File: src/rtl/load_store_unit.sv
// Purpose: byte/half/word load-store front end for a word-wide data memory (optional MISALIGN_EXC_EN misalignment trap).
// Latency: loads and word stores respond 1 cycle after acceptance; byte/half stores respond 2 cycles after (read-modify-write).
// Backpressure: req_ready drops for the single MERGE cycle of a byte/half store; requester holds its request.
module load_store_unit #(
  parameter int ADDR_WIDTH = 32,
  parameter int DATA_WIDTH = 32
) (
  input  logic                  clk,
  input  logic                  rst,
  input  logic                  req_valid,
  output logic                  req_ready,
  input  logic                  req_we,
  input  logic [1:0]            req_size,
  input  logic                  req_signed,
  input  logic [ADDR_WIDTH-1:0] req_addr,
  input  logic [DATA_WIDTH-1:0] req_wdata,
  output logic                  resp_valid,
  output logic [DATA_WIDTH-1:0] resp_rdata,
  output logic                  resp_err,
  output logic                  mem_read_en,
  output logic                  mem_write_en,
  output logic [ADDR_WIDTH-1:0] mem_addr,
  output logic [DATA_WIDTH-1:0] mem_write_data,
  input  logic [DATA_WIDTH-1:0] mem_read_data
);

  typedef enum logic {IDLE = 1'b0, MERGE = 1'b1} state_t;

  state_t                  state_q, state_d;
  logic                    resp_valid_q, resp_valid_d;
  logic [DATA_WIDTH-1:0]   resp_rdata_q, resp_rdata_d;
  logic                    resp_err_q, resp_err_d;
  // Byte/half store context held across the MERGE cycle
  logic [ADDR_WIDTH-1:2]   addr_q, addr_d;
  logic [1:0]              lane_q, lane_d;
  logic                    half_q, half_d;
  logic [15:0]             wdata_q, wdata_d;
  logic [DATA_WIDTH-1:0]   old_q, old_d;

  logic                    accept;
  logic                    sub_word;
  logic                    misaligned;
  logic [7:0]              byte_sel;
  logic [15:0]             half_sel;
  logic [DATA_WIDTH-1:0]   load_ext;
  logic [DATA_WIDTH-1:0]   merged;

  assign accept   = req_valid && req_ready;
  assign sub_word = (req_size == 2'b00) || (req_size == 2'b01);

`ifdef MISALIGN_EXC_EN
  assign misaligned = ((req_size == 2'b01) && req_addr[0]) ||
                      ((req_size == 2'b10) && (req_addr[1:0] != 2'b00)) ||
                      (req_size == 2'b11);
`else
  // Unused low address bits are simply ignored; nothing traps.
  assign misaligned = 1'b0;
`endif

  assign resp_valid = resp_valid_q;
  assign resp_rdata = resp_rdata_q;
  assign resp_err   = resp_err_q;

  // Lane selection and sign/zero extension of the addressed load field
  always_comb begin
    byte_sel = mem_read_data[{req_addr[1:0], 3'b000} +: 8];
    half_sel = req_addr[1] ? mem_read_data[31:16] : mem_read_data[15:0];
    case (req_size)
      2'b00:   load_ext = {{24{req_signed & byte_sel[7]}}, byte_sel};
      2'b01:   load_ext = {{16{req_signed & half_sel[15]}}, half_sel};
      default: load_ext = mem_read_data;
    endcase
  end

  // Old word with the stored byte or halfword spliced into its lane(s)
  always_comb begin
    merged = old_q;
    if (half_q) begin
      merged[{lane_q[1], 4'b0000} +: 16] = wdata_q;
    end else begin
      merged[{lane_q, 3'b000} +: 8] = wdata_q[7:0];
    end
  end

  // FSM state register
  always_ff @(posedge clk) begin
    if (rst) begin
      state_q <= IDLE;
    end else begin
      state_q <= state_d;
    end
  end

  // FSM next state: only an aligned byte/half store enters MERGE, for one cycle
  always_comb begin
    state_d = state_q;
    case (state_q)
      IDLE:    if (accept && req_we && sub_word && !misaligned) state_d = MERGE;
      MERGE:   state_d = IDLE;
      default: state_d = IDLE;
    endcase
  end

  // FSM outputs: memory port driven from the request in IDLE, from captured context in MERGE
  always_comb begin
    req_ready      = (state_q == IDLE) && !rst;
    mem_read_en    = 1'b0;
    mem_write_en   = 1'b0;
    mem_addr       = {req_addr[ADDR_WIDTH-1:2], 2'b00};
    mem_write_data = req_wdata;
    case (state_q)
      IDLE: begin
        if (req_valid && !rst && !misaligned) begin
          if (!req_we || sub_word) begin
            mem_read_en = 1'b1;
          end else begin
            mem_write_en = 1'b1;
          end
        end
      end
      MERGE: begin
        mem_addr       = {addr_q, 2'b00};
        mem_write_data = merged;
        mem_write_en   = !rst;
      end
      default: ;
    endcase
  end

  // Response and store-context next values
  always_comb begin
    resp_valid_d = 1'b0;
    resp_err_d   = 1'b0;
    resp_rdata_d = resp_rdata_q;
    addr_d       = addr_q;
    lane_d       = lane_q;
    half_d       = half_q;
    wdata_d      = wdata_q;
    old_d        = old_q;
    if (accept) begin
      if (misaligned) begin
        resp_valid_d = 1'b1;
        resp_err_d   = 1'b1;
        resp_rdata_d = '0;
      end else if (!req_we) begin
        resp_valid_d = 1'b1;
        resp_rdata_d = load_ext;
      end else if (sub_word) begin
        addr_d  = req_addr[ADDR_WIDTH-1:2];
        lane_d  = req_addr[1:0];
        half_d  = req_size[0];
        wdata_d = req_wdata[15:0];
        old_d   = mem_read_data;
      end else begin
        resp_valid_d = 1'b1;
      end
    end
    if (state_q == MERGE) begin
      resp_valid_d = 1'b1;
    end
  end

  // Response and store-context registers; reset discards any pending response
  always_ff @(posedge clk) begin
    if (rst) begin
      resp_valid_q <= 1'b0;
      resp_rdata_q <= '0;
      resp_err_q   <= 1'b0;
      addr_q       <= '0;
      lane_q       <= '0;
      half_q       <= 1'b0;
      wdata_q      <= '0;
      old_q        <= '0;
    end else begin
      resp_valid_q <= resp_valid_d;
      resp_rdata_q <= resp_rdata_d;
      resp_err_q   <= resp_err_d;
      addr_q       <= addr_d;
      lane_q       <= lane_d;
      half_q       <= half_d;
      wdata_q      <= wdata_d;
      old_q        <= old_d;
    end
  end

endmodule

File: config.mk
export PLATFORM = sky130hd
export DESIGN_NAME = load_store_unit
export DESIGN_NICKNAME = d
export VERILOG_FILES = /design/src/rtl/load_store_unit.sv
export SDC_FILE = /design/constraint.sdc
export NUM_CORES = 1
export LEC_CHECK = 0
export BUFFER_PORTS_ARGS = -buffer_cell sky130_fd_sc_hd__buf_2
export CAP_MARGIN = 40
export CORE_ASPECT_RATIO = 1.1
export CORE_UTILIZATION = 51
export CTS_CLUSTER_DIAMETER = 200
export DETAILED_ROUTE_END_ITERATION = 12
export PLACE_DENSITY_LB_ADDON = 0.12
export SKIP_CTS_REPAIR_TIMING = 1
export SLEW_MARGIN = 20
export SYNTH_ARGS = -nofsm -noshare
export SYNTH_HDL_FRONTEND = slang
export SYNTH_SLANG_ARGS = --single-unit
File: constraint.sdc
create_clock -name clk -period 3.1 [get_ports clk]
set_input_delay 0.155 -clock clk [delete_from_list [all_inputs] [get_ports clk]]
set_output_delay 0.155 -clock clk [all_outputs]
set_load 0.1 [all_outputs]
Yosys cells after proc, flatten, opt, wreduce, memory -nomap -nowiden:

Cells that the tools add are included.

* $add $sub $neg: 2
* equality and inequality tests: 1
* shifts and indexed selects: 5
* mux-type cells: 19
* bitwise operators: 4
* reduce and logical (&&, ||, !) cells: 12

Operator list (number)
* $mux W32: 3
* $bwmux W32: 2
* $pmux W32 S2: 1
* $shift A16 B7 Y32 const A: 1
* $shift A8 B7 Y32 const A: 1
* $shiftx A16 B7 Y32: 1
* $shiftx A32 B6 Y8: 1
* $shiftx A8 B7 Y32: 1
* $mux W16: 1
* $neg A5 Y7: 2
* $mux W1: 10
* $logic_and A1 B1 Y1: 5
* $pmux W1 S2: 2
* $reduce_and A3 Y1: 1
* $and A1 B1 Y1: 2
* $eq A2 B1 Y1 const B: 1
* $logic_not A1 Y1: 2
* $logic_not A2 Y1: 1
* $logic_or A1 B1 Y1: 2
* $not A1 Y1: 2
* $reduce_and A2 Y1: 1

* bits in registers: 115
* bits of input ports: 103
* output and inout bits: 101
* word-level logic and storage cells: 51

Logic depth before layout (Yosys ltp):

Gate-level depths: netlist of run 1.

* depth after elaboration: 7
* mapped depth: 9
* depth with buffers taken out: 6

Worst setup path before layout of run 1:

Ideal clock, no wire load.

* path kind: flip-flop to output port
* start: reg lane_q[1]
* end: out mem_write_data[0]
* data arrival time: 3490 ps
* data required time: 2945 ps
* slack: -545 ps
* cell stages (with the launch flop): 8
* buffers on the path: 2
* cells stage by stage: dfxtp_1 clkbuf_1 buf_2 inv_1 ha_1 nor3_1 a221oi_1 o22ai_1

* word-level cells in the longest chain between the ends: 5
* elaborated cells between the ends (all ways): 10
* those cells by class: add/sub: 2; shift: 4; mux: 4

RTL lines
* start: declaration: line 35 `logic [1:0] lane_q, lane_d;`
* start signal: assignment: line 179 `lane_q <= lane_d;`
* $neg A5 Y7 (on tied branches): line 79, 81
* $shiftx A16 B7 Y32 (tied with other cells): line 79 `merged[{lane_q[1], 4'b0000} +: 16] = wdata_q;`
* $bwmux W32 (on tied branches): line 79, 81
* $mux W32 (*): line 78 `if (half_q) begin`
* $mux W32 (*): line 111 `case (state_q)`
* end: declaration: line 23 `output logic [DATA_WIDTH-1:0] mem_write_data,`

Every way passes the cells marked *; elsewhere a longest branch is shown, timed or not.

Final worst setup path of run 1:

* start: reg lane_q[0]
* end: out mem_write_data[24]

* word-level cells in the longest chain between the ends: 5
* elaborated cells between the ends (all ways): 6
* those cells by class: add/sub: 1; shift: 2; mux: 3

RTL lines
* $neg A5 Y7 (*): line 81 `merged[{lane_q, 3'b000} +: 8] = wdata_q[7:0];`
* $shiftx A8 B7 Y32 / $shift A8 B7 Y32 (equally long branches): line 81
* $bwmux W32 (*): line 81
* $mux W32 (*): line 78
* $mux W32 (*): line 111

Marks and branches as above.

==> results.cfg, run 1 <==
[run_status]
run_status = complete, but fails checks
violations = hold timing

[timing]
tightest_hold_margin_ns = -0.0142
max_freq_mhz = 392
finalHoldViolCount = 11
final-max-slew-violation-count = 0
setup-violations-final = 0
min_period_over_period_pct = 82.4
worst_slew_margin_rel_pct = 45.2
final.setup_skew_ns = 0.0104
worst_pin_slew_ns = 0.822
setup_total_negative_slack_ns = 0
final_critical_path_required_period_ns = 2.55
grt_setup_unrepaired = no

[detailed_routing]
detailedRoute.firstPassIterationCount = 5
dr.max_layer_used = met4
avgViaCountPerCell = 5.69
met3_length_um = 1410
routedLengthMet1_um = 8370
detail-route-antenna-nets = 0
met2WireLength_um = 9220
route.detailed.drc = 0
num_vias = 6418
routed_wirelength_um = 19600
initialDrtViolationCount = 505
routedWlPerCell_um = 17.4

[grt]
grt_overflow = 0
pin_count_of_the_biggest_net_entering_global_routing = 82
number_of_antenna_violations_at_the_first_check_in_global_routing = 0
gr-usage-all-layers_pct = 31.1
grt_pass1_vias = 6035
grt_first_pass_wirelength_um = 31100

[floorplanning]
floorplan.rows = 41
die_y_um = 118
die_outline_width_um = 107
initial_utilization_pct = 53.2
die_area_um2 = 12700
design.core.area_um2 = 11700
pin_count = 204

[synth]
synth_warnings = 0
async_flop_share_pct = 0
yosysTopAreaCellShare_pct = 37.0
post_synth_instance_area_um2 = 6220
synth_edf_count = 0
synthFlopType = dfxtp_1
syn_area_per_cell_um2 = 7.82
yosysMostFrequentCell = nand2_1
synth_area_leader_cell = dfxtp_1
synth.distinct_cells = 42
postSynthRegisterBits = 115
cells_after_synth = 796
synthTopCellsByArea = dfxtp_1 (37%), nand2_1 (12%), a21oi_1 (9.1%)
synth_sequential_area_ratio_pct = 37.0
yosys-top-cells-count = nand2_1 (204), dfxtp_1 (115), a21oi_1 (113)

[finish]
antenna_cells_inserted = 0
post_layout_nonfiller_instances = 1128
fin_nets = 1073
synthesis_to_layout_area_growth_pct = 36.4
drive_gt1_share_pct = 32.7

[clock_network]
cts-root-buf = clkbuf_16
cts.htree.levels = 4
clock_tree_from_tritoncts = built
cts-buffers-inserted = 17
clock_sink_count = 115
clock_insertion_delay_worst_skew_ns = 0.41
clkSlewWorstSetupHoldPaths_ns = 0.06
ctsLongestPathBuffers = 2

[placement]
place.detailed.instances = 1092
hpwl_um = 14000
routabilityCongestion = 0.911
numPortBuffers = 200

[critical_path]
max_stage_delay_ns = 0.45
path_max_fanout = 8
endpoint_kind = primary output
start_kind = flip-flop
worst_path_slowest_cell = and4b_1
sequence_of_cells_on_the_critical_path = inv_1 -> ha_1 -> and4b_1 -> a21oi_1 -> o221ai_2 -> buf_12
reg2reg_setup_slack_ns = 1.06
timing.setup.critical_path_class = flip-flop to primary output
worst_ep_required_time_ns = 2.94
cp_data_arrival_time_ns = 2.40

[power_and_ir_drop]
peakVddDrop_mv = 0.354
power.density_cell_area_nw_per_um2 = 539
total_leakage_power_nw = 3.32

[run]
max_cap_viol_count = 0

[min_path]
min-delay-path-class = input port to flip-flop
[worst paths after layout]
kind | from | cells past startpoint | endpoint
hold / removal | req_addr[9] | 3 | addr_q[9]
setup reg to reg | state_q | 3 | resp_rdata[19]
hold reg to reg | addr_q[28] | 2 | addr_q[28]
setup / recovery | lane_q[0] | 6 | mem_write_data[24]
[through the flow]
step / area [um2] / worst slack, ns / power (W) / hold WS (ns) / util, %
floorplan: 6440 / 0.103 / 0.00242 / 0.291 / -
global placement: 7860 / 0.922 / 0.00271 / 0.405 / 67.2
detailed placement: 7880 / 1.00 / 0.00272 / 0.413 / 67.4
CTS: 8450 / 0.566 / 0.00458 / -0.0162 / 72.3
global route: 8490 / 0.420 / 0.00472 / 0.000513 / 72.6
finish: 8490 / 0.546 / 0.00458 / -0.0142 / 72.6
[area by class of cell]
type | count | area (um2)
clock buffers | 17 | 425
multi-input cells | 603 | 3750
inverters | 13 | 48.8
clock inverters | 15 | 145
repair buffers | 215 | 1630
fillers | 925 | 3200
flip-flops and latches | 115 | 2300
well taps | 150 | 188
[critical path, delay by kind of cell (launching register included)]
| kind | cells | cell delay [ns] |
|---|---|---|
| AO/OA/AOI/OAI | 2 | 0.39 |
| adder cells (fa/ha/maj) | 1 | 0.36 |
| buffers and inverters | 2 | 0.35 |
| flip-flops | 1 | 0.44 |
| AND/OR/NAND/NOR | 1 | 0.45 |
[metal layers]
metal | up-vias | GRT usage (%)
li1 | 3094 | -
met1 | 2972 | 41.9
met2 | 312 | 48.7
met3 | 40 | 4.82
met4 | 0 | 13.9
met5 | - | 0
[cells by family (layout without fill, tap and decap cells)]
| group | after synthesis | in the layout | share of synthesized area [%] |
|---|---|---|---|
| other | 1 | 3 | 0.0602 |
| adders and majority gates | 5 | 5 | 1.01 |
| buffers and inverters | 80 | 260 | 6.09 |
| AOI/OAI and AO/OA | 194 | 194 | 19.9 |
| muxes | 71 | 71 | 12.1 |
| and+or+nand+nor | 330 | 330 | 23.9 |
| DFF | 115 | 115 | 37.0 |
[power breakdown]
group / switching (W) / internal [W] / total (W) / leakage (nW)
Sequential: 0.0000378 / 0.00152 / 0.00156 / 0.934
Clock: 0.000755 / 0.00112 / 0.00188 / 0.272
Combinational: 0.000838 / 0.000305 / 0.00114 / 2.11
[cells in the final DEF, fill, tap and decap left out, drive strengths merged, types with 3 or more instances in the layout]
cell	n
a211oi	24
a21oi	114
a221oi	16
buf	211
clkbuf	17
clkinv	3
clkinvlp	3
conb	3
dfxtp	115
dlygate4sd3	4
ha	5
inv	21
mux2	30
mux2i	41
nand2	204
nand2b	27
nand3	8
nand3b	3
nor2	44
nor2b	27
o221ai	24
o22ai	9
or3	8
[sequential cells by signal, summed over array words and instances (netlist names)]
name / count
old_q: 32
resp_rdata: 32
addr_q: 30
wdata_q: 16
lane_q: 2
half_q: 1
resp_valid: 1
state_q: 1
Note: power is estimated with default switching activity, not from simulation.
==> run 2: changes to the inputs <==
clock period = 2.4 ns   (was 3.1 ns; I/O delays follow)
==> results.cfg, run 2 (same netlist as run 1, synthesis figures left out) <==
[clock_network]
ctsLongestPathBuffers = 2
clock_tree_from_tritoncts = built
cts-root-buf = clkbuf_16
cts.htree.levels = 4
cts-buffers-inserted = 17
clock_sink_count = 115
clkSlewWorstSetupHoldPaths_ns = 0.05
clock_insertion_delay_worst_skew_ns = 0.42

[finish]
layout_commonest_cell = nand2_1
synthesis_to_layout_area_growth_pct = 55.4
antenna_cells_inserted = 0
final_core_util_pct = 82.7
most-common-layout-cells = nand2_1 (203), buf_2 (167), dfxtp_1 (113), a21oi_1 (110), dlygate4sd3_1 (61)
fin_nets = 1136
post_layout_nonfiller_instances = 1191
drive_gt1_share_pct = 33.1

[run_status]
violations = hold timing
run_status = complete, but fails checks

[placement]
routabilityCongestion = 0.916
hpwl_um = 13800
numPortBuffers = 200
place.detailed.instances = 1096
place_worst_setup_slack_ns = 0.330

[grt]
pin_count_of_the_biggest_net_entering_global_routing = 86
number_of_antenna_violations_at_the_first_check_in_global_routing = 0
gr-usage-all-layers_pct = 31.7
grt_overflow = 0
grt_pass1_vias = 6224
grt_first_pass_wirelength_um = 31400

[run]
max_cap_viol_count = 0

[timing]
worst_pin_slew_ns = 0.596
max_freq_mhz = 430
tightest_hold_margin_ns = -0.0177
final-max-slew-violation-count = 0
min_period_over_period_pct = 96.9
final.setup_skew_ns = 0.00731
worst_slew_margin_rel_pct = 60.1
setup-violations-final = 0
finalHoldViolCount = 7
grt_setup_unrepaired = yes
final_critical_path_required_period_ns = 2.32
finalWorstSetupSlack_ns = 0.0752

[critical_path]
cpLargestDelayFamily = simple AND/OR/NAND/NOR gates
cp_data_arrival_time_ns = 2.20
start_kind = flip-flop
max_stage_delay_ns = 0.43
worst_ep_required_time_ns = 2.28
worstPathBufferInverterCount = 2
endpoint_kind = primary output
worst_path_slowest_cell = and4b_4
sequence_of_cells_on_the_critical_path = inv_1 -> ha_2 -> and4b_4 -> a21oi_1 -> o221ai_4 -> buf_12
path_max_fanout = 9
timing.setup.critical_path_class = flip-flop to primary output

[power_and_ir_drop]
peakVddDrop_mv = 0.511
total_leakage_power_nw = 3.74
power.density_cell_area_nw_per_um2 = 669
total_power_w = 0.00647

[detailed_routing]
route.detailed.drc = 0
routed_wirelength_um = 21300
detailedRoute.firstPassIterationCount = 5
avgViaCountPerCell = 5.75
detail-route-antenna-nets = 0
initialDrtViolationCount = 515
num_vias = 6846
routedWlPerCell_um = 17.9

[floorplanning]
die_area_um2 = 12700
initial_utilization_pct = 53.2
floorplan.rows = 41
die_outline_width_um = 107
design.core.area_um2 = 11700
pin_count = 204
die_y_um = 118

[min_path]
min-delay-path-class = input port to flip-flop
## run 2: per-layer routing
layer  wire length [um]  track usage [%]
met1               8830             42.2
met5                  0                0
met3               1620             7.25
met4                658             12.5
met2              10200             49.6
## run 2: tightest hold or removal path, cell delays in order
cell and delay (ns):
buf_2 0.12, nand2_1 0.05, a21oi_1 0.05
## run 2: worst paths after layout
| path | start | to | slack [ns] | depth (start not counted) |
|---|---|---|---|---|
| hold reg to reg | addr_q[24] | addr_q[24] | 0.46 | 2 |
| setup / recovery | lane_q[1] | mem_write_data[31] | 0.08 | 6 |
| setup reg to reg | state_q | resp_rdata[25] | 0.47 | 3 |
| hold / removal | req_wdata[1] | wdata_q[1] | -0.02 | 3 |
## run 2: where the power goes
group          internal, W  switching (W)  total (W)
clock              0.00190       0.000920    0.00282
combinational     0.000500        0.00114    0.00164
sequential         0.00197      0.0000472    0.00201
## run 2: final cells by class
| cell class | count | area, um2 |
|---|---|---|
| Timing Repair Buffer | 278 | 2290 |
| Sequential cell | 115 | 2310 |
| Tap cell | 150 | 188 |
| Multi-Input combinational cell | 603 | 4180 |
| Fill cell | 722 | 2020 |
| Clock buffer | 20 | 457 |
| Clock inverter | 12 | 201 |
| Inverter | 13 | 48.8 |
## run 2: stage by stage
| stage | cell area, um2 | TNS (ns) |
|---|---|---|
| 3_3_place_gp | 8280 | 0 |
| 6_report | 9670 | 0 |
| 2_1_floorplan | 6790 | -0.00526 |
| 5_1_grt | 9670 | 0 |
| 4_1_cts | 8940 | -1.67 |
| 3_5_place_dp | 8280 | 0 |
==> run 3: changes to the inputs <==
==> constraint.sdc (replaced) <==
create_clock -name clk -period 2.4 [get_ports clk]
set_input_delay 0.24 -clock clk [delete_from_list [all_inputs] [get_ports clk]]
set_output_delay 0.24 -clock clk [all_outputs]
set_load 0.1 [all_outputs]
==> results.cfg, run 3 (same netlist as run 1, synthesis figures left out) <==
[grt]
number_of_antenna_violations_at_the_first_check_in_global_routing = 2
pin_count_of_the_biggest_net_entering_global_routing = 55
gr-usage-all-layers_pct = 31.1
grt_first_pass_wirelength_um = 31200
grt_overflow = 0
grt_pass1_vias = 6146

[critical_path]
start_kind = flip-flop
worst_ep_required_time_ns = 2.16
worstReg2RegEnd = resp_rdata[25]
ff2ff_path_depth = 3
reg2reg_setup_slack_ns = 0.45
cp_data_arrival_time_ns = 2.12
path_max_fanout = 8
timing.critical_path.from = lane_q[0]
timing.setup.critical_path_class = flip-flop to primary output
endpoint_kind = primary output
reg2reg_from = state_q

[clock_network]
clock_tree_from_tritoncts = built
ctsLongestPathBuffers = 2
clkSlewWorstSetupHoldPaths_ns = 0.05
cts-root-buf = clkbuf_16
cts.htree.levels = 4
cts-buffers-inserted = 17
clock_insertion_delay_worst_skew_ns = 0.40
clock_sink_count = 115

[min_path]
min-delay-path-class = input port to flip-flop
worst_hold_path.endpoint = addr_q[9]
worst_hold_startpoint = req_addr[9]
worstHoldPathCells = 3

[timing]
grt_setup_unrepaired = yes
worst_pin_slew_ns = 0.537
worst_slew_margin_rel_pct = 64.2
final.setup_skew_ns = 0.0110
final-max-slew-violation-count = 0
tightest_hold_margin_ns = 0.0907
finalHoldViolCount = 0
setup-violations-final = 0
final_critical_path_required_period_ns = 2.36
max_freq_mhz = 424
min_period_over_period_pct = 98.2

[power_and_ir_drop]
power.density_cell_area_nw_per_um2 = 672
power.sequential.fraction_pct = 32.8
netSwitchingFraction_pct = 32.6
power.clock.fraction_pct = 41.8
peakVddDrop_mv = 0.498
total_leakage_power_nw = 3.50
comb_power_share_pct = 25.3
switching_power_w = 0.00200
internal-power_w = 0.00414

[placement]
numPortBuffers = 200
hpwl_um = 14300
post_dp_cell_area_um2 = 8340
routabilityCongestion = 0.859

[finish]
synthesis_to_layout_area_growth_pct = 46.8
drive_gt1_share_pct = 36.6
most-common-layout-cells = nand2_1 (203), buf_2 (167), dfxtp_1 (111), a21oi_1 (104)
final_design_area_no_fill_um2 = 9140
layout_commonest_cell = nand2_1
fin_nets = 1082

[floorplanning]
die_y_um = 118
die_area_um2 = 12700
initial_utilization_pct = 53.2
pin_count = 204
floorplan.rows = 41
design.core.area_um2 = 11700
die_outline_width_um = 107

[detailed_routing]
detailedRoute.firstPassIterationCount = 5
route.detailed.drc = 0
detail-route-antenna-nets = 0
routedWlPerCell_um = 17.6
routed_wirelength_um = 19900
avgViaCountPerCell = 5.80
num_vias = 6587
initialDrtViolationCount = 406

[run]
max_cap_viol_count = 0

[run_status]
run_status = completed
run 3: cell types whose count changed in the layout (fill, tap and decap cells not counted), sizes merged:
cell,change
buf,+7
bufinv,-1
clkinv,+1
diode,+1
clkbuf,-2
dlygate4sd3,-61
inv,-1
run 3: cell type report:
cell class	instances	area, um2
repair buffers	224	1720
multi-input cells	603	4260
well taps	150	188
diodes	1	2.50
inverters	13	51.3
flip-flops and latches	115	2310
fillers	804	2560
clock buffers	18	439
clock inverters	11	161
run 3: power groups by stage:
stage          logic [W]  clock network (W)  registers (W)
2_1_floorplan   0.000941                  0        0.00224
3_3_place_gp     0.00150                  0        0.00205
3_5_place_dp     0.00153                  0        0.00205
4_1_cts          0.00153            0.00260        0.00201
5_1_grt          0.00161            0.00269        0.00202
6_report         0.00156            0.00257        0.00202
run 3: worst max-delay path, cell delays in order, from the launching register on:
cell and delay (ns):
dfxtp_4 0.40, inv_4 0.07, ha_4 0.24, and4b_4 0.50, a21oi_4 0.10, o221ai_4 0.20
buf_12 0.20
run 3: how the worst max path moves through the flow:
stage / endpoint / cells past startpoint
2_1_floorplan: mem_write_data[7] / 4
3_3_place_gp: mem_write_data[7] / 6
3_5_place_dp: mem_write_data[3] / 6
4_1_cts: mem_write_data[3] / 6
5_1_grt: mem_write_data[27] / 6
6_report: mem_write_data[30] / 6
run 3: layer usage:
metal  track usage [%]  vias up  share of wire, %  routed length [um]
met1              41.9     3143                43                8520
met2              50.7      310                49                9700
met4              6.25        0              0.69                 138
li1                  -     3124                 -                   -
met3              6.98       10               7.9                1580
met5                 0        -                 0                   0
run 3: stage by stage:
step	std cells	setup TNS [ns]	setup slack (ns)	total power, W	utilization [%]
after global placement	1101	0	0.196	0.00355	71.2
after global routing	1135	-0.0728	-0.0193	0.00633	78.1
final	1135	0	0.0440	0.00614	78.1
after detailed placement	1102	0	0.120	0.00358	71.3
after CTS	1131	-6.85	-0.303	0.00615	76.5
after floorplan	798	-0.0123	-0.0123	0.00318	-
